`src/rtl/line_buffer_ctrl.sv`:
```
// ---------------------------------------------------------------------------
// line_buffer_ctrl
//
// Frame sequencer that sits in front of a sliding-window line buffer. When
// `start` arrives it accepts one IMAGE_WIDTH x IMAGE_HEIGHT frame of pixels
// from upstream and forwards each one to the line buffer with one cycle of
// latency. It then keeps the controller busy for DRAIN_CYCLES cycles so the
// line buffer can flush its last windows, and finally pulses `done`.
//
// Optional feature (macro LB_CTRL_WINDOW_CHECK_EN): counts the window-valid
// strobes returned by the line buffer during the frame and raises `error`
// when the tally differs from EXPECTED_WINDOWS. Without the macro,
// `windowCount` and `error` are tied to 0.
//
// Ports
//   clk            : clock; all state changes on its rising edge
//   resetn         : asynchronous active-low reset
//   start          : one-cycle frame request (honoured only in IDLE)
//   abort          : synchronous cancel of the frame in progress
//   pixIn/pixValid : upstream pixel and its valid
//   pixReady       : high while the controller accepts pixels (FEED)
//   lbDataIn       : pixel presented to the line buffer
//   lbDataValidIn  : valid presented to the line buffer
//   lbDataValidOut : window-valid strobe returned by the line buffer
//   busy           : high in FEED and DRAIN
//   done           : one-cycle completion pulse
//   error          : window-count mismatch flag
//   windowCount    : number of windows seen in the current frame
// ---------------------------------------------------------------------------
module line_buffer_ctrl #(
  parameter int IMAGE_WIDTH      = 8,
  parameter int IMAGE_HEIGHT     = 8,
  parameter int FIXED_POINT_SIZE = 16,
  parameter int DRAIN_CYCLES     = 16,
  parameter int EXPECTED_WINDOWS = 36
) (
  input  logic                        clk,
  input  logic                        resetn,
  input  logic                        start,
  input  logic                        abort,
  input  logic [FIXED_POINT_SIZE-1:0] pixIn,
  input  logic                        pixValid,
  output logic                        pixReady,
  output logic [FIXED_POINT_SIZE-1:0] lbDataIn,
  output logic                        lbDataValidIn,
  input  logic                        lbDataValidOut,
  output logic                        busy,
  output logic                        done,
  output logic                        error,
  output logic [15:0]                 windowCount
);

  localparam int COL_W = $clog2(IMAGE_WIDTH) + 1;
  localparam int ROW_W = $clog2(IMAGE_HEIGHT) + 1;
  localparam int DRN_W = $clog2(DRAIN_CYCLES + 1) + 1;

  localparam logic [COL_W-1:0] COL_LAST = COL_W'(IMAGE_WIDTH - 1);
  localparam logic [ROW_W-1:0] ROW_LAST = ROW_W'(IMAGE_HEIGHT - 1);
  // With DRAIN_CYCLES = 0 the last count is 0 as well, so DRAIN still lasts
  // exactly one cycle.
  localparam logic [DRN_W-1:0] DRN_LAST =
    DRN_W'((DRAIN_CYCLES == 0) ? 0 : DRAIN_CYCLES - 1);

  typedef enum logic [1:0] {
    S_IDLE,
    S_FEED,
    S_DRAIN,
    S_DONE
  } state_e;

  state_e                      state_q, state_d;
  logic [COL_W-1:0]            col_q, col_d;
  logic [ROW_W-1:0]            row_q, row_d;
  logic [DRN_W-1:0]            drain_q, drain_d;
  logic [FIXED_POINT_SIZE-1:0] lb_data_q, lb_data_d;
  logic                        lb_valid_q, lb_valid_d;
  logic                        accept;

  // Abort has priority over a pixel offered in the same cycle.
  assign accept = (state_q == S_FEED) && pixValid && !abort;

  always_comb begin
    // NOTE: every signal gets a default before any branch; a path that left
    // one unassigned would infer a latch.
    state_d    = state_q;
    col_d      = col_q;
    row_d      = row_q;
    drain_d    = drain_q;
    lb_data_d  = lb_data_q;
    lb_valid_d = 1'b0;

    if (accept) begin
      lb_data_d  = pixIn;
      lb_valid_d = 1'b1;
    end

    unique case (state_q)
      S_IDLE: begin
        if (start) begin
          state_d = S_FEED;
          col_d   = '0;
          row_d   = '0;
        end
      end
      S_FEED: begin
        if (abort) begin
          state_d = S_IDLE;
        end else if (pixValid) begin
          if (col_q == COL_LAST) begin
            col_d = '0;
            if (row_q == ROW_LAST) begin
              row_d   = '0;
              drain_d = '0;
              state_d = S_DRAIN;
            end else begin
              row_d = row_q + 1'b1;
            end
          end else begin
            col_d = col_q + 1'b1;
          end
        end
      end
      S_DRAIN: begin
        if (abort) begin
          state_d = S_IDLE;
        end else if (drain_q >= DRN_LAST) begin
          state_d = S_DONE;
        end else begin
          drain_d = drain_q + 1'b1;
        end
      end
      S_DONE:  state_d = S_IDLE;
      default: state_d = S_IDLE;
    endcase
  end

  // NOTE: sequential state uses non-blocking assignments only, so every flop
  // samples the values from before the edge regardless of statement order.
  always_ff @(posedge clk or negedge resetn) begin
    if (!resetn) begin
      state_q    <= S_IDLE;
      col_q      <= '0;
      row_q      <= '0;
      drain_q    <= '0;
      lb_data_q  <= '0;
      lb_valid_q <= 1'b0;
    end else begin
      state_q    <= state_d;
      col_q      <= col_d;
      row_q      <= row_d;
      drain_q    <= drain_d;
      lb_data_q  <= lb_data_d;
      lb_valid_q <= lb_valid_d;
    end
  end

  // Status outputs are pure decodes of the state register: no input paths.
  assign pixReady      = (state_q == S_FEED);
  assign busy          = (state_q == S_FEED) || (state_q == S_DRAIN);
  assign done          = (state_q == S_DONE);
  assign lbDataIn      = lb_data_q;
  assign lbDataValidIn = lb_valid_q;

`ifdef LB_CTRL_WINDOW_CHECK_EN
  logic [15:0] win_q, win_d;
  logic        err_q, err_d;

  always_comb begin
    win_d = win_q;
    err_d = err_q;
    if ((state_q == S_IDLE) && start) begin
      win_d = '0;
      err_d = 1'b0;
    end else if (busy && lbDataValidOut && (win_q != 16'hFFFF)) begin
      win_d = win_q + 16'd1;
    end else if (state_q == S_DONE) begin
      // The verdict is taken once per frame and then held until the next
      // start, so software can read it at leisure.
      err_d = (win_q != 16'(EXPECTED_WINDOWS));
    end
  end

  always_ff @(posedge clk or negedge resetn) begin
    if (!resetn) begin
      win_q <= '0;
      err_q <= 1'b0;
    end else begin
      win_q <= win_d;
      err_q <= err_d;
    end
  end

  assign windowCount = win_q;
  assign error       = err_q;
`else
  logic unused_window_inputs;
  assign unused_window_inputs = ^{lbDataValidOut, 32'(EXPECTED_WINDOWS)};
  assign windowCount          = '0;
  assign error                = 1'b0;
`endif

endmodule

```
`config.mk`:
```
export PLATFORM = sky130hd
export DESIGN_NAME = line_buffer_ctrl
export DESIGN_NICKNAME = d
export VERILOG_FILES = /design/src/rtl/line_buffer_ctrl.sv
export SDC_FILE = /design/constraint.sdc
export NUM_CORES = 1
export LEC_CHECK = 0
export CORE_UTILIZATION = 40
export CTS_CLUSTER_DIAMETER = 60
export CTS_CLUSTER_SIZE = 12
export DETAILED_ROUTE_END_ITERATION = 10
export PLACE_DENSITY_LB_ADDON = 0.12
export SLEW_MARGIN = 15
export SYNTH_ARGS = -nofsm -noshare
export SYNTH_HDL_FRONTEND = slang
export SYNTH_SLANG_ARGS = --single-unit
```
`constraint.sdc`:
```
create_clock -name clk -period 4.8 [get_ports clk]
set_clock_uncertainty 0.05 [all_clocks]
set_input_delay 0.96 -clock clk [delete_from_list [all_inputs] [get_ports clk]]
set_output_delay 0.96 -clock clk [all_outputs]
set_load 0.01 [all_outputs]
```
## After elaboration in Yosys (flattened, before gate mapping)

Index checks and enable logic that the tools add are counted.
W data, S select, Z words.

- Add/sub/neg operators: 3
- $lt $le $gt $ge: 1
- Eq/ne operators: 16
- Mux-type cells: 26
- Reduce and logical (&&, ||, !) cells: 11

Operators by type and width:

| kind | count |
|---|---|
| $mux W6 | 6 |
| $mux W4 | 8 |
| $pmux W4 S2 | 2 |
| $mux W2 | 7 |
| $pmux W6 S2 | 1 |
| $ne A2 B2 Y1 const B | 5 |
| $reduce_and A5 Y1 | 2 |
| $add A4 B1 Y4 const B | 2 |
| $eq A4 B3 Y1 const B | 2 |
| $pmux W2 S4 | 1 |
| $reduce_and A7 Y1 | 1 |
| $add A6 B1 Y6 const B | 1 |
| $ge A6 B4 Y1 const B | 1 |
| $ne A3 B2 Y1 const B | 2 |
| $ne A3 B3 Y1 const B | 2 |
| $eq A2 B2 Y1 const B | 2 |
| $ne A2 B1 Y1 const B | 2 |
| $reduce_and A4 Y1 | 1 |
| $reduce_bool A2 Y1 | 2 |
| $eq A2 B1 Y1 const B | 1 |
| $logic_and A1 B1 Y1 | 2 |
| $logic_not A2 Y1 | 1 |
| $logic_not A1 Y1 | 1 |
| $logic_or A1 B1 Y1 | 1 |
| $mux W1 | 1 |

- Register bits after elaboration: 33
- Bits of input ports: 22
- Output and inout bits: 37
- Logic and storage cells: 63

## Depth between registers and ports, before layout

- Word-level depth: 6
- Depth in mapped cells: 8
- Gate-level depth less buffers: 7

## Worst setup path after synthesis

Ideal clock, no wire load.

- Path kind: input -> register
- From: in abort
- To: reg drain_q[2]
- Setup time: 0.124 ns
- Data arrival time: 2.118 ns
- Data required time: 4.626 ns
- Slack: 2.508 ns
- Cell stages on the path: 4
- Path buffers: 0
- Path through: or4b_4 > a31oi_4 > o21ai_2 > a211o_1

- Longest elaborated chain between the ends: 2
- Elaborated cells on any way between the ends: 3
- Those cells by class: eq/ne (2); reduce/logical (1)

Ends and longest elaborated chain:

| element | line | source |
|---|---|---|
| start, declared | 40 | `input logic abort,` |
| $ne A2 B2 Y1 (no source line) | -- |  |
| $reduce_and A7 Y1 (no source line) * | -- |  |
| end signal, assigned | 151 | `drain_q <= drain_d;` |
| end, declared | 74 | `logic [DRN_W-1:0] drain_q, drain_d;` |

Mark *: on every way between the ends. The rest lies on a longest branch, timed or not.
A chain may end at the register's enable or synchronous reset.

## Final worst setup path

- From: reg state_q[1]
- To: out pixReady

- Longest elaborated chain between the ends: 1

Ends and longest elaborated chain:

| element | line | source |
|---|---|---|
| start, declared | 71 | `state_e state_q, state_d;` |
| start signal, assigned | 148 | `state_q <= state_d;` |
| $eq A2 B1 Y1 | 158 | `assign pixReady = (state_q == S_FEED);` |
| end, declared | 43 | `output logic pixReady,` |

Every way passes these cells.

==> flow_summary.rst <==
.. list-table::
   :header-rows: 1

   * - Metric
     - Value
   * - Critical path startpoint category
     - flop
   * - Clock network latency to the later pin of the worst-skew pair
     - 0.28 ns
   * - Global-route wire length before repair
     - 5.59 mm
   * - Type of the setup path with the least slack
     - reg2out
   * - Setup violation total in the final timing report
     - 0
   * - Layout net count
     - 260
   * - CTS tree
     - done
   * - Yosys top cell area share
     - 0.470
   * - I/O pin total
     - 59
   * - RSZ-0062 raised after global routing
     - no
   * - Final Core Density
     - 0.550
   * - Number of cells upsized or downsized after cts
     - 0
   * - Ratio of cells with drive above 1 in the final layout
     - 0.0647
   * - Synthesized area
     - 1760 µm²
   * - Number of remaining DRC errors
     - 0
   * - Internal Dissipation
     - 827 µW
   * - Die Footprint
     - 4660 µm²
   * - Die Width
     - 68.2 µm
   * - Routability congestion estimate
     - 0.704
   * - Top post-synthesis cells by count
     - nand2_1 (59), dfrtp_1 (33), buf_4 (17)
   * - Ratio of total power to cell area
     - 558 nW/µm²
   * - P_leak
     - 0.00111 µW
   * - Detailed-route via count
     - 1394
   * - Overall routed net length
     - 3.41 mm
   * - Worst supply voltage drop on vdd
     - 0.266 mV
   * - Number of routed nets with antenna violations
     - 0
   * - Worst Path Max Fanout
     - 16
   * - Maximum number of pins on one net before global-route repair
     - 34
   * - GR Overflow Total
     - 0
   * - Core outline area
     - 4120 µm²
   * - Endpoint required time on the critical path
     - 3.79 ns
   * - FFs w/ async S/R, synth
     - 1.00
   * - Via density per instance
     - 4.94
   * - Vias in the first global route
     - 1309
   * - Iter 0 DRT Violations
     - 38
   * - Antenna violations before repair
     - 0
   * - Max-capacitance violation count
     - 0
   * - Main flop type after synthesis
     - dfrtp_1
   * - Clk buf depth
     - 2
   * - Yosys warnings
     - 0
   * - # fillers
     - 364
   * - Cts-stage hold buffer count
     - 0
   * - Hold WC Path Type
     - reg2reg
   * - Sequential fraction of the synthesis area
     - 0.470
   * - Die Height
     - 68.2 µm
   * - Detailed placer's ending HPWL
     - 2.47 mm
   * - Worst Path Arrival
     - 2.03 ns
   * - Portion of total power attributed to sequential cells
     - 0.348
   * - Relative contribution of the clock network to total power
     - 0.211
   * - Flip-flop and latch count after synthesis
     - 33
   * - Area growth from synthesis to layout
     - 28.9%
   * - Worst Hold Path Cells
     - 2
   * - Overall global routing resource usage
     - 0.163
   * - Cell with the most instances after synthesis
     - nand2_1
   * - Comb power frac
     - 0.441
   * - Reg clk slew, reported paths
     - 0.06 ns
   * - Number of flops mapped to enable cells by yosys
     - 0
   * - Switching power of the nets
     - 436 µW
   * - Drt first pass iters
     - 4
   * - Synth Area per Inst
     - 9.34 µm²
   * - TritonCTS sink count
     - 33
   * - Average wire per cell in the routed design
     - 12.1 µm
   * - Leading cell types by total area after synthesis
     - dfrtp_1 (47%), nand2_1 (13%), buf_4 (7.3%)
   * - Result of the run
     - complete, no violations
   * - Row Count
     - 23
   * - IO Port Bufs
     - 40
   * - Cell type with the highest aggregate area in the netlist
     - dfrtp_1
   * - Type of element capturing the critical path
     - primary output
   * - Number of max-slew violations in the final report
     - 0
   * - Max Clock Freq
     - 329 MHz
   * - Setup bufs post-CTS
     - 0
   * - Number of antenna repair diodes
     - 0
   * - Clock buffers created by TritonCTS
     - 5
   * - Number of endpoints with negative hold slack in the final report
     - 0
   * - Final min period
     - 3.04 ns
   * - Level count of the clock H-tree
     - 2
   * - Synth unique cells
     - 42
   * - Gate count after technology mapping
     - 188
   * - Number of cells traversed by the worst register-to-register path
     - 7
   * - Initial core utilization
     - 0.427
   * - Switching power as a share of total power
     - 0.345
   * - Fin crit share
     - 0.634
   * - Root Buffer
     - clkbuf_8
   * - Post-route setup TNS
     - 0 ns
   * - Slew of the pin with the lowest slew margin
     - 0.649 ns
   * - Worst slew margin relative to its limit
     - 0.568
worst paths after layout:
| check | from | slack [ns] | endpoint |
|---|---|---|---|
| min in group asynchronous | resetn | 1.03 | lbDataIn[6]$_DFFE_PN0P_ |
| max in group asynchronous | resetn | 3.37 | drain_q[4]$_DFFE_PN0P_ |
| worst min register to register | lbDataIn[9]$_DFFE_PN0P_ | 0.42 | lbDataIn[9]$_DFFE_PN0P_ |
| worst max-delay path | state_q[1]$_DFFE_PN0P_ | 1.76 | pixReady |
| worst min-delay path | lbDataIn[9]$_DFFE_PN0P_ | 0.42 | lbDataIn[9]$_DFFE_PN0P_ |
| worst max register to register | state_q[1]$_DFFE_PN0P_ | 1.99 | col_q[2]$_DFFE_PN0P_ |
critical path: stages, from the launching register on:
cell and delay [ns]:
dfrtp_1 0.40, inv_1 0.11, ha_1 0.58, clkdlybuf4s50_1 0.66
per-layer routing:
metal | GRT usage | part of all wire
met3 | 0.0483 | 0.046
met4 | 0.0703 | 0.015
met5 | 0 | 0
met2 | 0.282 | 0.49
met1 | 0.185 | 0.45
power groups by stage:
stage | clock network [µW] | logic, µW | registers, µW
2_1_floorplan | 0 | 291 | 471
3_3_place_gp | 0 | 550 | 440
3_5_place_dp | 0 | 564 | 445
4_1_cts | 275 | 566 | 441
5_1_grt | 286 | 619 | 453
6_report | 266 | 557 | 440
through the flow:
| step | setup slack, ns | cell area [µm²] | hold slack (ns) | power (µW) | cells |
|---|---|---|---|---|---|
| floorplan | 2.51 | 1820 | 0.391 | 762 | 204 |
| global placement | 1.59 | 2150 | 0.408 | 991 | 274 |
| detailed placement | 1.50 | 2150 | 0.412 | 1010 | 274 |
| CTS | 1.75 | 2260 | 0.430 | 1280 | 282 |
| global route | 1.63 | 2260 | 0.457 | 1360 | 282 |
| finish | 1.76 | 2260 | 0.423 | 1260 | 282 |
flip-flops by register name (all words and copies together), names as in the netlist:
name and count:
col_q 4, row_q 4, lbDataValidIn 1, lbDataIn 16, state_q 2, drain_q 6
cell type report:
class | count | area [µm²] | area share
sequential | 33 | 826 | 0.365
clock inverter | 1 | 30.0 | 0.0133
multi-input combinational | 143 | 820 | 0.362
tap | 50 | 62.6 | 0.0277
clock buffer | 7 | 86.3 | 0.0382
inverter | 6 | 22.5 | 0.00996
timing repair buffer | 42 | 415 | 0.184
logic make-up after synthesis:
| kind of cell | count (synthesis) | share of synthesized area |
|---|---|---|
| other | 1 | 0.00214 |
| buffers and inverters | 28 | 0.0969 |
| and+or+nand+nor | 91 | 0.247 |
| AOI/OAI and AO/OA | 25 | 0.117 |
| DFF | 33 | 0.470 |
| muxes | 3 | 0.0171 |
| adders and majority gates | 7 | 0.0499 |
cells in the final DEF, fill, tap and decap left out, types with 2 or more instances in the layout:
cell type,netlist,layout
clkdlybuf4s50_1,0,40
dfrtp_1,33,33
nand2b_1,3,3
nor2_1,3,3
nand3_1,4,4
a21oi_1,4,4
nand3b_1,2,2
nor3_1,4,4
a31oi_1,2,2
ha_1,7,7
o21ai_0,5,5
inv_1,6,6
nor2b_1,3,3
conb_1,1,17
nand2_1,59,59
buf_4,17,2
mux2i_1,3,3
a211o_1,4,4
clkbuf_8,0,6
and2_1,2,2
Note: power is estimated with default switching activity, not from simulation.
